===== src/rtl/scan_chain_ctrl_if.sv =====
// rtl/scan_chain_ctrl_if.sv - request/result and serial scan port bundle for scan_chain_ctrl
interface scan_chain_ctrl_if #(
    parameter int WIDTH = 8
);
    logic             start;
    logic             capture_first;
    logic [WIDTH-1:0] load_word;
    logic             busy;
    logic             done;
    logic [WIDTH-1:0] capture_word;
    logic             reg_enable;
    logic             scan_enable;
    logic             scan_in;
    logic             scan_out;

    modport master (
        output start, capture_first, load_word, scan_out,
        input  busy, done, capture_word, reg_enable, scan_enable, scan_in
    );

    modport slave (
        input  start, capture_first, load_word, scan_out,
        output busy, done, capture_word, reg_enable, scan_enable, scan_in
    );
endinterface


===== src/rtl/scan_chain_ctrl.sv =====
// rtl/scan_chain_ctrl.sv - scan-chain controller: optional capture, MSB-first shift-in, parallel capture-out
module scan_chain_ctrl #(
    parameter int WIDTH = 8
) (
    input  logic              clk,
    input  logic              rst,
    scan_chain_ctrl_if.slave  bus
);
    localparam int CW = $clog2(WIDTH);

    typedef enum logic [1:0] {
        S_IDLE    = 2'd0,
        S_CAPTURE = 2'd1,
        S_SHIFT   = 2'd2,
        S_DONE    = 2'd3
    } state_t;

    state_t           r_state;
    state_t           w_next;
    logic [WIDTH-1:0] r_sbuf;
    logic [WIDTH-1:0] r_cbuf;
    logic [WIDTH-1:0] r_capture_word;
    logic [CW-1:0]    r_cnt;
    logic             w_last;

    assign w_last = (r_cnt == CW'(WIDTH - 1));

    always_ff @(posedge clk or posedge rst) begin
        if (rst) begin
            r_state <= S_IDLE;
        end else begin
            r_state <= w_next;
        end
    end

    always_comb begin
        w_next = r_state;
        case (r_state)
            S_IDLE: begin
                if (bus.start) begin
                    w_next = bus.capture_first ? S_CAPTURE : S_SHIFT;
                end
            end
            S_CAPTURE: w_next = S_SHIFT;
            S_SHIFT: begin
                if (w_last) begin
                    w_next = S_DONE;
                end
            end
            S_DONE:  w_next = S_IDLE;
            default: w_next = S_IDLE;
        endcase
    end

    // scan_out is the register MSB before this edge's shift, so it lands in cbuf LSB-first-in order
    always_ff @(posedge clk or posedge rst) begin
        if (rst) begin
            r_sbuf         <= '0;
            r_cbuf         <= '0;
            r_capture_word <= '0;
            r_cnt          <= '0;
        end else begin
            case (r_state)
                S_IDLE: begin
                    if (bus.start) begin
                        r_sbuf <= bus.load_word;
                        r_cnt  <= '0;
                    end
                end
                S_SHIFT: begin
                    r_sbuf <= {r_sbuf[WIDTH-2:0], 1'b0};
                    r_cbuf <= {r_cbuf[WIDTH-2:0], bus.scan_out};
                    r_cnt  <= r_cnt + 1'b1;
                end
                S_DONE: begin
                    r_capture_word <= r_cbuf;
                end
                default: begin
                end
            endcase
        end
    end

    always_comb begin
        bus.busy        = 1'b0;
        bus.done        = 1'b0;
        bus.reg_enable  = 1'b0;
        bus.scan_enable = 1'b0;
        bus.scan_in     = 1'b0;
        case (r_state)
            S_CAPTURE: begin
                bus.busy       = 1'b1;
                bus.reg_enable = 1'b1;
            end
            S_SHIFT: begin
                bus.busy        = 1'b1;
                bus.scan_enable = 1'b1;
                bus.scan_in     = r_sbuf[WIDTH-1];
            end
            S_DONE: begin
                bus.busy = 1'b1;
                bus.done = 1'b1;
            end
            default: begin
            end
        endcase
    end

    assign bus.capture_word = r_capture_word;
endmodule


===== src/flat_wrapper.sv =====
// flat-port wrapper written by rule: the top's interface ports become plain ports
module scan_chain_ctrl_flat 
#(
    parameter int WIDTH = 8
)
  (clk, rst, bus_start, bus_capture_first, bus_load_word, bus_scan_out, bus_busy, bus_done, bus_capture_word, bus_reg_enable, bus_scan_enable, bus_scan_in);
  scan_chain_ctrl_if #(.WIDTH(WIDTH)) bus_i ();
  input  logic clk;
  input  logic rst;
  input wire logic [$bits(bus_i.start)-1:0] bus_start;
  input wire logic [$bits(bus_i.capture_first)-1:0] bus_capture_first;
  input wire logic [$bits(bus_i.load_word)-1:0] bus_load_word;
  input wire logic [$bits(bus_i.scan_out)-1:0] bus_scan_out;
  output wire logic [$bits(bus_i.busy)-1:0] bus_busy;
  output wire logic [$bits(bus_i.done)-1:0] bus_done;
  output wire logic [$bits(bus_i.capture_word)-1:0] bus_capture_word;
  output wire logic [$bits(bus_i.reg_enable)-1:0] bus_reg_enable;
  output wire logic [$bits(bus_i.scan_enable)-1:0] bus_scan_enable;
  output wire logic [$bits(bus_i.scan_in)-1:0] bus_scan_in;
  assign bus_i.start = bus_start;
  assign bus_i.capture_first = bus_capture_first;
  assign bus_i.load_word = bus_load_word;
  assign bus_i.scan_out = bus_scan_out;
  assign bus_busy = bus_i.busy;
  assign bus_done = bus_i.done;
  assign bus_capture_word = bus_i.capture_word;
  assign bus_reg_enable = bus_i.reg_enable;
  assign bus_scan_enable = bus_i.scan_enable;
  assign bus_scan_in = bus_i.scan_in;
  scan_chain_ctrl #(.WIDTH(WIDTH)) u_core (.clk(clk), .rst(rst), .bus(bus_i));
endmodule

===== config.mk =====
export PLATFORM = sky130hd
export DESIGN_NAME = scan_chain_ctrl_flat
export DESIGN_NICKNAME = d
export VERILOG_FILES = /design/src/rtl/scan_chain_ctrl_if.sv /design/src/rtl/scan_chain_ctrl.sv /design/src/flat_wrapper.sv
export SDC_FILE = /design/constraint.sdc
export NUM_CORES = 1
export LEC_CHECK = 0
export BUFFER_PORTS_ARGS = -buffer_cell sky130_fd_sc_hd__buf_2
export CORE_MARGIN = 2
export CORE_UTILIZATION = 35
export CTS_CLUSTER_DIAMETER = 120
export DETAILED_ROUTE_END_ITERATION = 16
export GPL_TIMING_DRIVEN = 0
export PLACE_DENSITY = 0.66
export SLEW_MARGIN = 15
export SYNTH_ARGS = -nofsm -noshare
export SYNTH_HDL_FRONTEND = slang
export SYNTH_SLANG_ARGS = --single-unit

===== constraint.sdc =====
create_clock -name clk -period 1.42 [get_ports clk]
set_input_delay 0.071 -clock clk [delete_from_list [all_inputs] [get_ports clk]]
set_output_delay 0.071 -clock clk [all_outputs]
set_load 0.1 [all_outputs]

==> impl_metrics.json <==
{
  "die_w_um": 66.9,
  "detail-route-antenna-nets": 0,
  "final_design_area_no_fill_um2": 1940,
  "maxSlewHeadroom_pct": 59.9,
  "gr-max-usage-layer": "met2",
  "io_buffers": 25,
  "grtUsageMet1_pct": 16.1,
  "nets": 178,
  "synth_top_family_by_area": "multiplexers",
  "rows": 22,
  "vias_per_cell": 4.83,
  "drtPass1Iterations": 4,
  "antenna_found_initial": 0,
  "synth_compound_area_share_pct": 10.1,
  "crit_buf_inv": 2,
  "min_period_ps": 1510,
  "yosys.area_share.simple_pct": 8.42,
  "critPathTopFamily": "flip-flops",
  "muxShareOfSynthArea_pct": 17.0,
  "drt_iter0_markers": 48,
  "cts.reportedPaths.clkPinSlew_ps": 60,
  "drive_gt1_share_pct": 53.8,
  "h-tree-depth": 2,
  "hold_end": "u_core.r_cbuf[0]",
  "track_usage_pct": 13.2,
  "cts_buffer_depth": 2,
  "r2r_cells": 6,
  "critPathMaxFanout": 8,
  "fmax_mhz": 660,
  "dpl.hpwl_um": 1860,
  "cp.arrival_ps": 1670,
  "holdPathStages": 2,
  "worstSetupPathType": "reg -> reg",
  "ff_latch_area_um2": 727,
  "cp_num_cells": 6,
  "syn_area_um2": 1380,
  "synthCells": 110,
  "ioPinCount": 26,
  "cp.required_ps": 1580,
  "routabilityCongestion": 0.781,
  "avgSynthCellArea_um2": 12.6,
  "insertion_delay_ps": 270,
  "syn_to_final_growth_pct": 40.1,
  "fin_skew_ps": 4.55,
  "synth.area.top_cells": "dfrtp_1 52%, mux2_2 13%, ha_1 7.2%",
  "crit_slowest_cell": "dfrtp_1",
  "ys.flop_type": "dfrtp_1",
  "multiInputGateArea_um2": 648,
  "ys_top_cells_by_count": "29 x dfrtp_1, 16 x mux2_2, 8 x ha_1, 8 x inv_1",
  "core_um2": 3720,
  "start_kind": "flip-flop",
  "drc": 0,
  "numCtsBuffers": 5,
  "cp-end-kind": "flip-flop",
  "async_flop_share_pct": 100,
  "worst_slew_pin_slew_ps": 601,
  "grt_max_degree": 30,
  "ctsRootBufferMaster": "clkbuf_8",
  "grtUsageMet3_pct": 4.22,
  "yosysTopAreaCell": "dfrtp_1",
  "reg2reg_setup_slack_ps": -90,
  "vias": 996,
  "rsz0062_at_grt": "yes",
  "violations": "setup timing",
  "syn-num-nets": 131,
  "ys_seq_area_share_pct": 52.5,
  "setup_slack_ps": -94.0,
  "wirelength_um": 2680,
  "rr_endpoint": "u_core.r_cnt[0]",
  "tritoncts": "yes",
  "fin_crit_sh_pct": 107,
  "cap_violations": 0,
  "grtUsageMet2_pct": 22.3,
  "gr-total-overflow": 0,
  "grt_pass1_wl_um": 4350,
  "path_cells": "inv_2, buf_12, ha_4, nor2b_4, nor2_4, mux2_4",
  "clock_sinks": 29,
  "setup_viol": 12,
  "die_area_um2": 4470,
  "yosys_warnings": 0,
  "min_path_type": "in -> reg",
  "synthAdderAreaFrac_pct": 7.24,
  "nFillCells": 338,
  "dieHeight_um": 66.9,
  "finalMaxSlewViolations": 0,
  "grt_pass1_vias": 987,
  "post_dp_cell_area_um2": 1610,
  "hp-start": "bus_scan_out",
  "diodes": 0,
  "synth.distinct_cells": 30,
  "max_stage_delay_ps": 390,
  "wl_per_cell_um": 13.0,
  "netlist.area_leader.share_pct": 52.5,
  "finalHoldViolations": 0,
  "initial_core_util_pct": 37.2,
  "outcome": "finished, violations left",
  "synth.most_common_cell": "dfrtp_1",
  "synth-edff-count": 0,
  "synth_xor_area_share_pct": 0,
  "r2r_start": "u_core.r_state[0]",
  "ys_seq_elements": 29
}
-- cells in the final DEF (no fill, tap or decap), types with 3 or more instances in the layout --
cell type	synthesis	layout
dfrtp_1	29	28
buf_2	4	20
mux2_2	16	16
buf_4	0	16
clkbuf_8	0	6
buf_6	1	5
inv_1	8	5
ha_1	8	5
mux2i_1	4	4
nor3_1	4	4
nand3_1	4	4
inv_2	1	3
o22ai_1	3	3
nor2_1	3	3
ha_4	0	3
buf_12	0	3
-- worst max-delay path by stage --
stage,start,slack [ps],end
after CTS,u_core.r_state[0],-90,u_core.r_sbuf[5]
after global routing,u_core.r_state[0],-150,u_core.r_cnt[0]
final,u_core.r_state[0],-90,u_core.r_cnt[0]
after global placement,u_core.r_state[1],-210,u_core.r_cnt[0]
after floorplan,u_core.r_state[0],-250,u_core.r_sbuf[5]
after detailed placement,u_core.r_state[1],-250,u_core.r_cnt[0]
-- routing by layer --
metal  part of all wire (%)  vias up  wire, µm
met4                   0.60        0        16
li1                       -      483         -
met2                     50       26      1340
met1                     44      484      1170
met5                      0        -         0
met3                    5.8        3       155
-- sequential cells by signal, summed over array words and instances, names as in the netlist --
| register | count |
|---|---|
| u_core.r_state | 2 |
| u_core.r_sbuf | 8 |
| u_core.r_cbuf | 8 |
| u_core.r_cnt | 3 |
| u_core.bus.capture_word | 8 |
-- timing repair --
| action | CTS | global route |
|---|---|---|
| pin swaps | 5 | 3 |
| setup buffers | 6 | 9 |
| hold buffers | 0 | 1 |
| endpoints found under the hold margin | 0 | 29 |
| gates resized for setup | 14 | 9 |
| endpoints found under the setup margin | 25 | 15 |
-- area by class of cell --
type | instances | share of cell area [%]
Timing Repair Buffer | 41 | 15.8
Clock buffer | 7 | 4.46
Buffer | 4 | 2.13
Multi-Input combinational cell | 67 | 33.5
Sequential cell | 29 | 37.5
Clock inverter | 1 | 1.55
Tap cell | 48 | 3.10
Inverter | 9 | 2.00
-- kinds of logic (layout without fill, tap and decap cells) --
family	Yosys count	in the layout
AND/OR/NAND/NOR	21	21
multiplexers	21	21
buffers and inverters	14	62
adder cells (fa/ha/maj)	8	8
flip-flops	29	29
AO/OA/AOI/OAI	17	17
-- worst reg2reg max path, stage by stage, from the launching register on --
cell and delay, ps:
dfrtp_1 390, inv_2 130, buf_12 110, ha_4 150, nor2b_4 280, nor2_4 70
mux2_4 270
-- stage by stage --
step / TNS, ps / setup slack [ps] / util (%) / instances / hold WS [ps]
after global routing: -1380 / -148 / 52.1 / 206 / 37.4
final: -499 / -94.0 / 52.1 / 206 / 44.5
after detailed placement: -2820 / -247 / 43.4 / 183 / 330
after floorplan: -624 / -248 / - / 110 / 149
after global placement: -2060 / -215 / 43.4 / 183 / 305
after CTS: -359 / -92.7 / 49.5 / 197 / 46.2
Power is not shown: default switching activity piles up to over one toggle a cycle in this logic, so the estimate is an artifact.
